**src/rtl/vga_pkg.sv**
```systemverilog
// Shared game constants: 4-bit key codes, PS/2 scan codes, receiver state type and scan-code mapping.
package vga_pkg;

  localparam logic [3:0] key_relesed = 4'd0;
  localparam logic [3:0] key_A       = 4'd1;
  localparam logic [3:0] key_S       = 4'd2;
  localparam logic [3:0] key_W       = 4'd3;
  localparam logic [3:0] key_D       = 4'd4;
  localparam logic [3:0] key_1       = 4'd5;
  localparam logic [3:0] key_2       = 4'd6;
  localparam logic [3:0] key_3       = 4'd7;
  localparam logic [3:0] key_4       = 4'd8;
  localparam logic [3:0] key_esc     = 4'd9;

  localparam logic [7:0] SC_A     = 8'h1C;
  localparam logic [7:0] SC_S     = 8'h1B;
  localparam logic [7:0] SC_W     = 8'h1D;
  localparam logic [7:0] SC_D     = 8'h23;
  localparam logic [7:0] SC_1     = 8'h16;
  localparam logic [7:0] SC_2     = 8'h1E;
  localparam logic [7:0] SC_3     = 8'h26;
  localparam logic [7:0] SC_4     = 8'h25;
  localparam logic [7:0] SC_ESC   = 8'h76;
  localparam logic [7:0] SC_BREAK = 8'hF0;
  localparam logic [7:0] SC_EXT   = 8'hE0;

  typedef enum logic [1:0] {RX_IDLE, RX_DATA, RX_PARITY, RX_STOP} ps2_rx_state_t;

  typedef struct packed {
    logic       hit;
    logic [3:0] code;
  } key_map_t;

  function automatic key_map_t map_scan(input logic [7:0] sc);
    key_map_t m;
    m = '{hit: 1'b1, code: key_relesed};
    case (sc)
      SC_A:    m.code = key_A;
      SC_S:    m.code = key_S;
      SC_W:    m.code = key_W;
      SC_D:    m.code = key_D;
      SC_1:    m.code = key_1;
      SC_2:    m.code = key_2;
      SC_3:    m.code = key_3;
      SC_4:    m.code = key_4;
      SC_ESC:  m.code = key_esc;
      default: m.hit  = 1'b0;
    endcase
    return m;
  endfunction

endpackage

```
**src/rtl/ps2_rx.sv**
```systemverilog
// PS/2 frame receiver: pin synchronizers, falling-edge detect, frame FSM with odd-parity
// check and a stall timeout that discards partial frames.
module ps2_rx
  import vga_pkg::*;
#(
  parameter int TIMEOUT_CYCLES = 65000
) (
  input  logic       clk,
  input  logic       rst,
  input  logic       ps2_clk,
  input  logic       ps2_data,
  output logic [7:0] rx_byte,
  output logic       rx_strobe,
  output logic       rx_err
);

  localparam int CNT_W = $clog2(TIMEOUT_CYCLES + 1);

  ps2_rx_state_t state, next_state;
  logic [2:0]       clk_sync;
  logic [1:0]       data_sync;
  logic [7:0]       shift;
  logic [2:0]       bit_cnt;
  logic             parity;
  logic [CNT_W-1:0] idle_cnt;
  logic             fall, bit_in, timeout;

  // Two synchronizer stages per pin; clk_sync[2] is the extra stage for edge detection.
  always_ff @(posedge clk) begin
    if (rst) begin
      clk_sync  <= 3'b111;
      data_sync <= 2'b11;
    end else begin
      clk_sync  <= {clk_sync[1:0], ps2_clk};
      data_sync <= {data_sync[0], ps2_data};
    end
  end

  assign fall    = clk_sync[2] & ~clk_sync[1];
  assign bit_in  = data_sync[1];
  assign timeout = (state != RX_IDLE) && !fall && (idle_cnt == CNT_W'(TIMEOUT_CYCLES - 1));
  assign rx_byte = shift;

  always_ff @(posedge clk) begin
    if (rst) state <= RX_IDLE;
    else     state <= next_state;
  end

  always_comb begin
    next_state = state;
    if (timeout) begin
      next_state = RX_IDLE;
    end else if (fall) begin
      unique case (state)
        RX_IDLE:   if (!bit_in) next_state = RX_DATA;
        RX_DATA:   if (bit_cnt == 3'd7) next_state = RX_PARITY;
        RX_PARITY: next_state = RX_STOP;
        RX_STOP:   next_state = RX_IDLE;
        default:   next_state = RX_IDLE;
      endcase
    end
  end

  // Strobe and error are Mealy outputs so the top can register them with one cycle of latency.
  always_comb begin
    rx_strobe = 1'b0;
    rx_err    = timeout;
    if (fall && state == RX_IDLE && bit_in) rx_err = 1'b1;
    if (fall && state == RX_STOP) begin
      if (bit_in && (^{shift, parity})) rx_strobe = 1'b1;
      else                              rx_err    = 1'b1;
    end
  end

  always_ff @(posedge clk) begin
    if (rst) begin
      shift    <= 8'h00;
      bit_cnt  <= 3'd0;
      parity   <= 1'b0;
      idle_cnt <= '0;
    end else begin
      idle_cnt <= (fall || timeout || state == RX_IDLE) ? '0 : idle_cnt + 1'b1;
      if (timeout) begin
        shift   <= 8'h00;
        bit_cnt <= 3'd0;
      end else if (fall) begin
        case (state)
          RX_IDLE:   bit_cnt <= 3'd0;
          RX_DATA: begin
            shift   <= {bit_in, shift[7:1]};
            bit_cnt <= bit_cnt + 3'd1;
          end
          RX_PARITY: parity <= bit_in;
          default:   ;
        endcase
      end
    end
  end

endmodule

```
**src/rtl/ps2_key_decoder.sv**
```systemverilog
// Translates PS/2 scan-code bytes into held game key codes with an event strobe.
// Optional build macro: PS2_TYPEMATIC_FILTER_EN suppresses auto-repeat make codes.
module ps2_key_decoder
  import vga_pkg::*;
#(
  parameter int TIMEOUT_CYCLES = 65000
) (
  input  logic       clk,
  input  logic       rst,
  input  logic       ps2_clk,
  input  logic       ps2_data,
  output logic [3:0] key_code,
  output logic       key_valid,
  output logic       frame_err
);

  logic [7:0] rx_byte;
  logic       rx_strobe, rx_err;
  logic       ext_pending, brk_pending;
  logic       make_ok;
  key_map_t   map;

  ps2_rx #(.TIMEOUT_CYCLES(TIMEOUT_CYCLES)) u_rx (
    .clk       (clk),
    .rst       (rst),
    .ps2_clk   (ps2_clk),
    .ps2_data  (ps2_data),
    .rx_byte   (rx_byte),
    .rx_strobe (rx_strobe),
    .rx_err    (rx_err)
  );

  assign map = map_scan(rx_byte);

`ifdef PS2_TYPEMATIC_FILTER_EN
  assign make_ok = (map.code != key_code);
`else
  assign make_ok = 1'b1;
`endif

  // Prefix bytes only arm flags; the next scan code consumes and clears them.
  always_ff @(posedge clk) begin
    if (rst) begin
      key_code    <= key_relesed;
      key_valid   <= 1'b0;
      frame_err   <= 1'b0;
      ext_pending <= 1'b0;
      brk_pending <= 1'b0;
    end else begin
      key_valid <= 1'b0;
      frame_err <= rx_err;
      if (rx_strobe) begin
        if (rx_byte == SC_EXT) begin
          ext_pending <= 1'b1;
        end else if (rx_byte == SC_BREAK) begin
          brk_pending <= 1'b1;
        end else begin
          ext_pending <= 1'b0;
          brk_pending <= 1'b0;
          if (map.hit && !ext_pending) begin
            if (brk_pending) begin
              if (map.code == key_code) begin
                key_code  <= key_relesed;
                key_valid <= 1'b1;
              end
            end else if (make_ok) begin
              key_code  <= map.code;
              key_valid <= 1'b1;
            end
          end
        end
      end
    end
  end

endmodule

```
**config.mk**
```make
export PLATFORM = sky130hd
export DESIGN_NAME = ps2_key_decoder
export DESIGN_NICKNAME = d
export VERILOG_FILES = /design/src/rtl/vga_pkg.sv /design/src/rtl/ps2_rx.sv /design/src/rtl/ps2_key_decoder.sv
export SDC_FILE = /design/constraint.sdc
export NUM_CORES = 1
export LEC_CHECK = 0
export CAP_MARGIN = 20
export CORE_MARGIN = 3
export CORE_UTILIZATION = 55
export DETAILED_ROUTE_END_ITERATION = 10
export DONT_BUFFER_PORTS = 1
export PLACE_DENSITY_LB_ADDON = 0.15
export SYNTH_ARGS = -nofsm -noshare
export SYNTH_HDL_FRONTEND = slang
export SYNTH_HIERARCHICAL = 1
export SYNTH_SLANG_ARGS = --single-unit
```
**constraint.sdc**
```tcl
create_clock -name clk -period 3 [get_ports clk]
set_clock_uncertainty 0.15 [all_clocks]
set_input_delay 0.45 -clock clk [delete_from_list [all_inputs] [get_ports clk]]
set_output_delay 0.45 -clock clk [all_outputs]
set_load 0.005 [all_outputs]
```
==> impl_metrics.tcl, run 1 <==
set metrics [dict create \
    antenna_cells 0 \
    ys_warn_count 6 \
    die_h_um 69.9 \
    clock-sinks 43 \
    synth_async_sr_flop_share_pct 0 \
    relSlewSlack_pct 63.6 \
    n_fill_cell 338 \
    synthMuxAreaShare_pct 1.84 \
    ant_nets 0 \
    synth.net_count 261 \
    cts_resized 0 \
    pwr-share-comb_pct 1.5 \
    utilization_pct 61.7 \
    numPortBuffers 0 \
    ys_dominant_reg_cell "dfxtp_1" \
    post_cts_buffers 0 \
    wl_per_cell_um 12.5 \
    cts_root_buf "clkbuf_8" \
    postCtsHoldBufs 0 \
    path_clk_slew_ns 0.09 \
    synthAdderAreaFrac_pct 4.46 \
    drt_iter0_drc 111 \
    grt-ovfl-total 0 \
    worst_pin_slew_ns 0.538 \
    coreArea_um2 3800 \
    cp.arrival_ns 2.86 \
    syn_avg_cell_area_um2 9.01 \
    final_common_cell "dfxtp_1" \
    placedInstanceArea_um2 2250 \
    outcome "complete, no violations" \
    maxSlewViolCount 0 \
    dp_hpwl_um 2690 \
    setup_slack_ns 0.186 \
    synthCells 249 \
    dieArea_um2 4880 \
    synth_cell_types 50 \
    setup_violations 0 \
    num_vias 1709 \
    die_x_um 69.9 \
    cts_made_buffers 5 \
    finalCritPeriodShare_pct 93.8 \
    ys_ff_latch 43 \
    htreeDepth 2 \
    p_clk_share_pct 38.6 \
    critical_path_class "flop to flop" \
    synth_compound_area_share_pct 11.6 \
    grt_pass1_wl_um 6660 \
    netlist_area_um2 2240 \
    min_path_type "input port to flop" \
    dp_cells 290 \
    holdWs_ns 0.0693 \
    max_freq_mhz 355 \
    hold_viol 0 \
    cts.path.max_buffers 2 \
    drt-vias-per-instance 5.73 \
    route.detailed.drc 0 \
    crit_fanout 9 \
    mostFrequentLayoutCells "dfxtp_1, nand2_1, nor2_1, a21oi_1" \
    synth_top_family_by_area "simple AND/OR/NAND/NOR gates" \
    grt_pass1_vias 1530 \
    synthToLayoutAreaGrowth_pct 4.35 \
    synthXorXnorAreaFrac_pct 9.87 \
    ioPinCount 10 \
    drive_gt1_share_pct 10.0 \
    stdcell_area_um2 2340 \
    seq_area_frac_synth_pct 38.4 \
    seqPwrFrac_pct 59.9 \
    grt_usage_pct 16.3 \
    switching_share_pct 22.4 \
    grt_max_degree 24 \
    place_congestion 0.795 \
    clkLatencyLatePin_ns 0.29 \
    initial_core_util_pct 59.1 \
    rsz0062_at_grt "no" \
    internal-power_mw 0.746 \
    power_density_nw_per_um2 410 \
    cts_tree "done" \
    period_minus_slack_ns 2.81 \
    place_ws_ns 0.227 \
    p_switching_mw 0.215 \
    tns_ns 0 \
    synth_edf_count 0 \
    p_leak_nw 0.788 \
    drv_cap 0 \
    end_kind "flop" \
    firstDrtPassIters 4 \
    antenna_found_initial 0 \
    p_total_mw 0.961 \
    nets 261 \
    irDropWorstVdd_uv 349 \
    synth-simple-area-share_pct 28.2 \
    wirelength_um 3710 \
    startpoint_type "flop" \
    rows 22 \
    fin_cells 298 \
    critPathRequiredTime_ns 3.05 \
]
-- critical path, stage by stage, from the launching register on --
cell and delay, ns:
dfxtp_1 0.49, xor2_1 0.18, xnor3_1 0.45, xor2_1 0.17
nor2_1 0.18, o41ai_1 0.14, a311o_4 0.43, or4_1 0.41
o311ai_1 0.10
-- layout make-up --
class                           count  area, um^2  area share (%)
Multi-Input combinational cell    186        1260            53.7
Timing Repair Buffer                6        45.0            1.92
Clock buffer                        5        68.8            2.94
Tap cell                           48        60.1            2.56
Clock inverter                      3        23.8            1.01
Inverter                            7        26.3            1.12
Sequential cell                    43         861            36.8
-- registers in the layout, summed over array words and instances (netlist names), 2 cells and up --
register	cells
u_rx/idle_cnt	16
u_rx/rx_byte	8
key_code	4
u_rx/bit_cnt	3
u_rx/clk_sync	3
u_rx/data_sync	2
u_rx/state	2
-- power groups by stage --
stage | Sequential [mW] | Combinational (mW) | Clock [mW]
after floorplan | 0.589 | 0.0148 | 0
after global routing | 0.576 | 0.0164 | 0.408
after CTS | 0.576 | 0.0143 | 0.387
after global placement | 0.589 | 0.0139 | 0
after detailed placement | 0.589 | 0.0143 | 0
final | 0.576 | 0.0142 | 0.371
-- metal layers --
metal	part of all wire, %	vias to the layer above	global-route usage, %
met5	0	-	0
li1	-	882	-
met4	1.4	0	5.11
met3	3.7	6	4.60
met2	43	29	25.6
met1	52	792	21.8
-- synthesized netlist by cell type (5+ instances only) --
cell	count	share of area (%)
nand3_1	8	1.8
xnor2_1	10	3.9
o21ai_0	5	1.1
or4_1	5	1.7
xor2_1	10	3.9
nand3b_1	6	2.0
nand4_1	9	2.5
a21oi_1	19	4.2
nand2_1	27	4.5
inv_1	7	1.2
dfxtp_1	43	38
nor2_1	22	3.7
or2_2	5	1.4
ha_1	8	4.5
or3_1	5	1.4
-- kinds of logic (layout without fill, tap and decap cells) --
group | after synthesis | in the layout
buf+inv | 20 | 21
xor+xnor | 22 | 22
compound gates | 40 | 40
mux | 4 | 4
simple gates | 112 | 112
fa+ha+maj | 8 | 8
flops | 43 | 43
-- worst paths after layout --
check / startpoint / endpoint / cells past startpoint / slack [ns]
max: u_rx/rx_byte[3] / key_code[0] / 8 / 0.19
min: rst / u_rx/parity / 1 / 0.07
max reg2reg: u_rx/rx_byte[3] / key_code[0] / 8 / 0.19
min reg2reg: u_rx/data_sync[0] / u_rx/data_sync[1] / 1 / 0.26
Power figures use the tool's default switching activity.
==> run 2, diff against run 1 <==
- DONT_BUFFER_PORTS: 1 -> unset
==> impl_metrics.tcl, run 2 (synthesized netlist as in run 1, its figures left out) <==
set metrics [dict create \
    largest_reg_flops 16 \
    critical_path_class "flop to flop" \
    synthToLayoutAreaGrowth_pct 8.92 \
    grt_pass1_wl_um 6690 \
    ant_nets 0 \
    irDropWorstVdd_uv 342 \
    cts_made_buffers 5 \
    end_kind "flop" \
    worst_path_most_repeated_cell "xor2_1" \
    initial_core_util_pct 59.1 \
    coreArea_um2 3800 \
    num_vias 1721 \
    outcome "complete, no violations" \
    numPortBuffers 9 \
    place_congestion 0.809 \
    startpoint_type "flop" \
    ioPinCount 10 \
    path_clk_slew_ns 0.08 \
    clkLatencyLatePin_ns 0.29 \
    die_x_um 69.9 \
    pwr-share-comb_pct 2.2 \
    route.detailed.drc 0 \
    cp.arrival_ns 2.88 \
    finalCritPeriodShare_pct 94.3 \
    power_density_nw_per_um2 428 \
    p_switching_mw 0.214 \
    post_cts_buffers 0 \
    grt_usage_pct 16.8 \
    drv_cap 0 \
    postCtsHoldBufs 0 \
    cts_root_buf "clkbuf_8" \
    rows 22 \
    nets 269 \
    p_clk_share_pct 42.8 \
    cpPeakStageDelay_ns 0.50 \
    hold_viol 0 \
    min_path_type "flop to flop" \
    drive_gt1_share_pct 9.30 \
    max_flop_register "u_rx/idle_cnt" \
    dieArea_um2 4880 \
    wl_per_cell_um 12.7 \
    rsz0062_at_grt "no" \
    p_leak_nw 0.831 \
    antenna_found_initial 0 \
    grt_max_degree 23 \
    worst_pin_slew_ns 0.537 \
    htreeDepth 2 \
    p_total_mw 1.05 \
    drt_iter0_drc 119 \
    firstDrtPassIters 4 \
    crit_chain "xor2_1, xnor3_1, xor2_1, nor2_1, o41ai_1, a311o_4, or4_1, o311ai_1" \
    maxSlewViolCount 0 \
    grt-ovfl-total 0 \
    wirelength_um 3870 \
    cp_slowest_cell "dfxtp_1" \
    dp_hpwl_um 2720 \
    grt_pass1_vias 1529 \
    max_freq_mhz 353 \
    critPathRequiredTime_ns 3.05 \
    cts.path.max_buffers 2 \
    die_h_um 69.9 \
    drt-vias-per-instance 5.62 \
    tns_ns 0 \
    switching_share_pct 20.4 \
    internal-power_mw 0.832 \
    crit_fanout 9 \
    cts_tree "done" \
    setup_violations 0 \
    period_minus_slack_ns 2.83 \
    antenna_cells 0 \
    final_common_cell "dfxtp_1" \
    mostFrequentLayoutCells "dfxtp_1, nand2_1, nor2_1, a21oi_1" \
    relSlewSlack_pct 63.7 \
    utilization_pct 64.4 \
    clock-sinks 43 \
    cts_resized 0 \
    seqPwrFrac_pct 55.0 \
]
## run 2: changes by cell type in the layout (fill, tap and decap cells not counted)
cell and delta:
bufinv_16 +1, buf_4 -1, clkinv_2 +1, clkinv_4 +1
inv_6 -1, clkinvlp_4 -2, clkdlybuf4s50_1 +9
## run 2: worst max-delay path: cells and delay by family (launching register included)
kind	cells	cell delay, ns
XOR/XNOR	3	0.81
AO/OA/AOI/OAI	3	0.68
AND/OR/NAND/NOR	2	0.60
flip-flops	1	0.50
## run 2: layout make-up
| class | count | area [um^2] |
|---|---|---|
| repair buffers | 14 | 128 |
| fillers | 322 | 1350 |
| clock inverters | 3 | 43.8 |
| well taps | 48 | 60.1 |
| inverters | 7 | 26.3 |
| flip-flops and latches | 43 | 861 |
| clock buffers | 5 | 68.8 |
| multi-input cells | 186 | 1260 |
## run 2: per-layer routing
layer	track usage, %	routed length (um)
met3	4.32	131
met1	22.2	1970
met5	0	0
met4	6.60	22
met2	26.0	1750
## run 2: worst paths after layout
| check | start | end | slack (ns) | cells after the start |
|---|---|---|---|---|
| max | u_rx/rx_byte[3] | key_code[1] | 0.17 | 8 |
| min | u_rx/clk_sync[0] | u_rx/clk_sync[1] | 0.26 | 1 |
| min reg2reg | u_rx/clk_sync[0] | u_rx/clk_sync[1] | 0.26 | 1 |
| max reg2reg | u_rx/rx_byte[3] | key_code[1] | 0.17 | 8 |
## run 2: stage by stage
| step | hold slack (ns) | instance area, um^2 | worst slack [ns] | instances |
|---|---|---|---|---|
| after floorplan | 0.239 | 2240 | 0.405 | 249 |
| after global placement | 0.241 | 2330 | 0.292 | 298 |
| after detailed placement | 0.245 | 2330 | 0.200 | 298 |
| after CTS | 0.265 | 2440 | 0.185 | 306 |
| after global routing | 0.277 | 2440 | 0.0445 | 306 |
| final | 0.263 | 2440 | 0.170 | 306 |
## run 2: power groups by stage
stage | Sequential (mW) | Combinational (mW) | Clock, mW
after floorplan | 0.589 | 0.0148 | 0
after global placement | 0.589 | 0.0227 | 0
after detailed placement | 0.589 | 0.0231 | 0
after CTS | 0.576 | 0.0233 | 0.463
after global routing | 0.576 | 0.0257 | 0.485
final | 0.575 | 0.0230 | 0.447
==> run 3, diff against run 2 <==
- CAP_MARGIN: 20 -> unset
- REMOVE_ABC_BUFFERS: unset -> 1
==> impl_metrics.tcl, run 3 (synthesized netlist as in run 1, its figures left out) <==
set metrics [dict create \
    stdcell_area_um2 2420 \
    die_x_um 69.9 \
    end_kind "flop" \
    clock-sinks 43 \
    setup_slack_ns 0.145 \
    synthToLayoutAreaGrowth_pct 7.69 \
    mostFrequentLayoutCells "dfxtp_1, nand2_1, nor2_1, a21oi_1" \
    path_clk_slew_ns 0.08 \
    n_fill_cell 333 \
    gr-usage-met2_pct 26.1 \
    rows 22 \
    irDropWorstVdd_uv 373 \
    ioPinCount 10 \
    route.detailed.drc 0 \
    tns_ns 0 \
    fin_cells 306 \
    grt_busiest_layer "met2" \
    nets 269 \
    worst_pin_slew_ns 0.561 \
    cts.path.max_buffers 2 \
    largest_reg_flops 16 \
    final_common_cell "dfxtp_1" \
    numPortBuffers 9 \
    relSlewSlack_pct 62.6 \
    rsz0062_at_grt "no" \
    wl_per_cell_um 12.9 \
    firstDrtPassIters 4 \
    hold_viol 0 \
    antenna_found_initial 0 \
    ant_nets 0 \
    max_flop_register "u_rx/idle_cnt" \
    place_ws_ns 0.184 \
    dp_cells 298 \
    initial_core_util_pct 59.1 \
    crit_fanout 9 \
    setup_violations 0 \
    p_leak_nw 0.814 \
    critical_path_class "flop to flop" \
    grt_max_degree 23 \
    critPathRequiredTime_ns 3.05 \
    grt_pass1_vias 1537 \
    grt-ovfl-total 0 \
    die_h_um 69.9 \
    period_minus_slack_ns 2.86 \
    finalCritPeriodShare_pct 95.2 \
    drv_cap 0 \
    outcome "complete, no violations" \
    htreeDepth 2 \
    placedInstanceArea_um2 2330 \
    place_congestion 0.789 \
    cts_root_buf "clkbuf_8" \
    drt_iter0_drc 139 \
    power_density_nw_per_um2 395 \
    wirelength_um 3950 \
    grt_pass1_wl_um 6960 \
    grt_util_met3_pct 3.45 \
    coreArea_um2 3800 \
    cts_resized 0 \
    cp.arrival_ns 2.90 \
    antenna_cells 0 \
    drive_gt1_share_pct 8.91 \
    min_path_type "flop to flop" \
    dieArea_um2 4880 \
    post_cts_buffers 0 \
    cts_tree "done" \
    dp_hpwl_um 2730 \
    max_freq_mhz 350 \
    clkLatencyLatePin_ns 0.29 \
    met1_usage_pct 23.9 \
    maxSlewViolCount 0 \
    postCtsHoldBufs 0 \
    num_vias 1706 \
    cts_made_buffers 5 \
    grt_usage_pct 17.1 \
    startpoint_type "flop" \
    drt-vias-per-instance 5.58 \
]
-- run 3: per-stage QoR --
stage                     utilization [%]  total power, mW  hold WS, ns
after detailed placement             61.4            0.613        0.247
after CTS                            63.6            0.971        0.266
after global routing                 63.6            0.998        0.289
after floorplan                         -            0.600        0.239
after global placement               61.4            0.612        0.241
final                                63.6            0.955        0.263
-- run 3: critical path, cell delays in order, from the launching register on --
cell and delay [ns]:
dfxtp_1 0.50, xor2_1 0.19, xnor3_1 0.45, xor2_1 0.17, nor2_1 0.19, o41ai_1 0.14
a311o_4 0.44, or4_1 0.42, o311ai_1 0.10
-- run 3: path summary, 6_finish.rpt --
path | startpoint | endpoint | slack, ns | cells past startpoint
worst min register to register | u_rx/clk_sync[0] | u_rx/clk_sync[1] | 0.26 | 1
worst max-delay path | u_rx/rx_byte[3] | key_code[1] | 0.14 | 8
worst max register to register | u_rx/rx_byte[3] | key_code[1] | 0.14 | 8
worst min-delay path | u_rx/clk_sync[0] | u_rx/clk_sync[1] | 0.26 | 1
-- run 3: metal layers --
metal  vias up  routed length, um  part of all wire (%)
met5         -                  0                     0
met4         0                 52                   1.3
met3         5                146                   3.7
met2        24               1730                    44
met1       788               2020                    51
li1        889                  -                     -
-- run 3: layout make-up --
type	instances	area, um^2	share of cell area [%]
multi-input cells	186	1260	52.0
flip-flops and latches	43	861	35.6
repair buffers	14	128	5.28
clock buffers	6	72.6	3.00
well taps	48	60.1	2.48
inverters	7	26.3	1.09
clock inverters	2	12.5	0.518
-- run 3: where the power goes --
part / total, mW / switching, mW / internal [mW] / leakage, nW
logic: 0.0236 / 0.0129 / 0.0107 / 0.425
clock network: 0.356 / 0.193 / 0.163 / 0.0412
registers: 0.575 / 0.00176 / 0.574 / 0.347
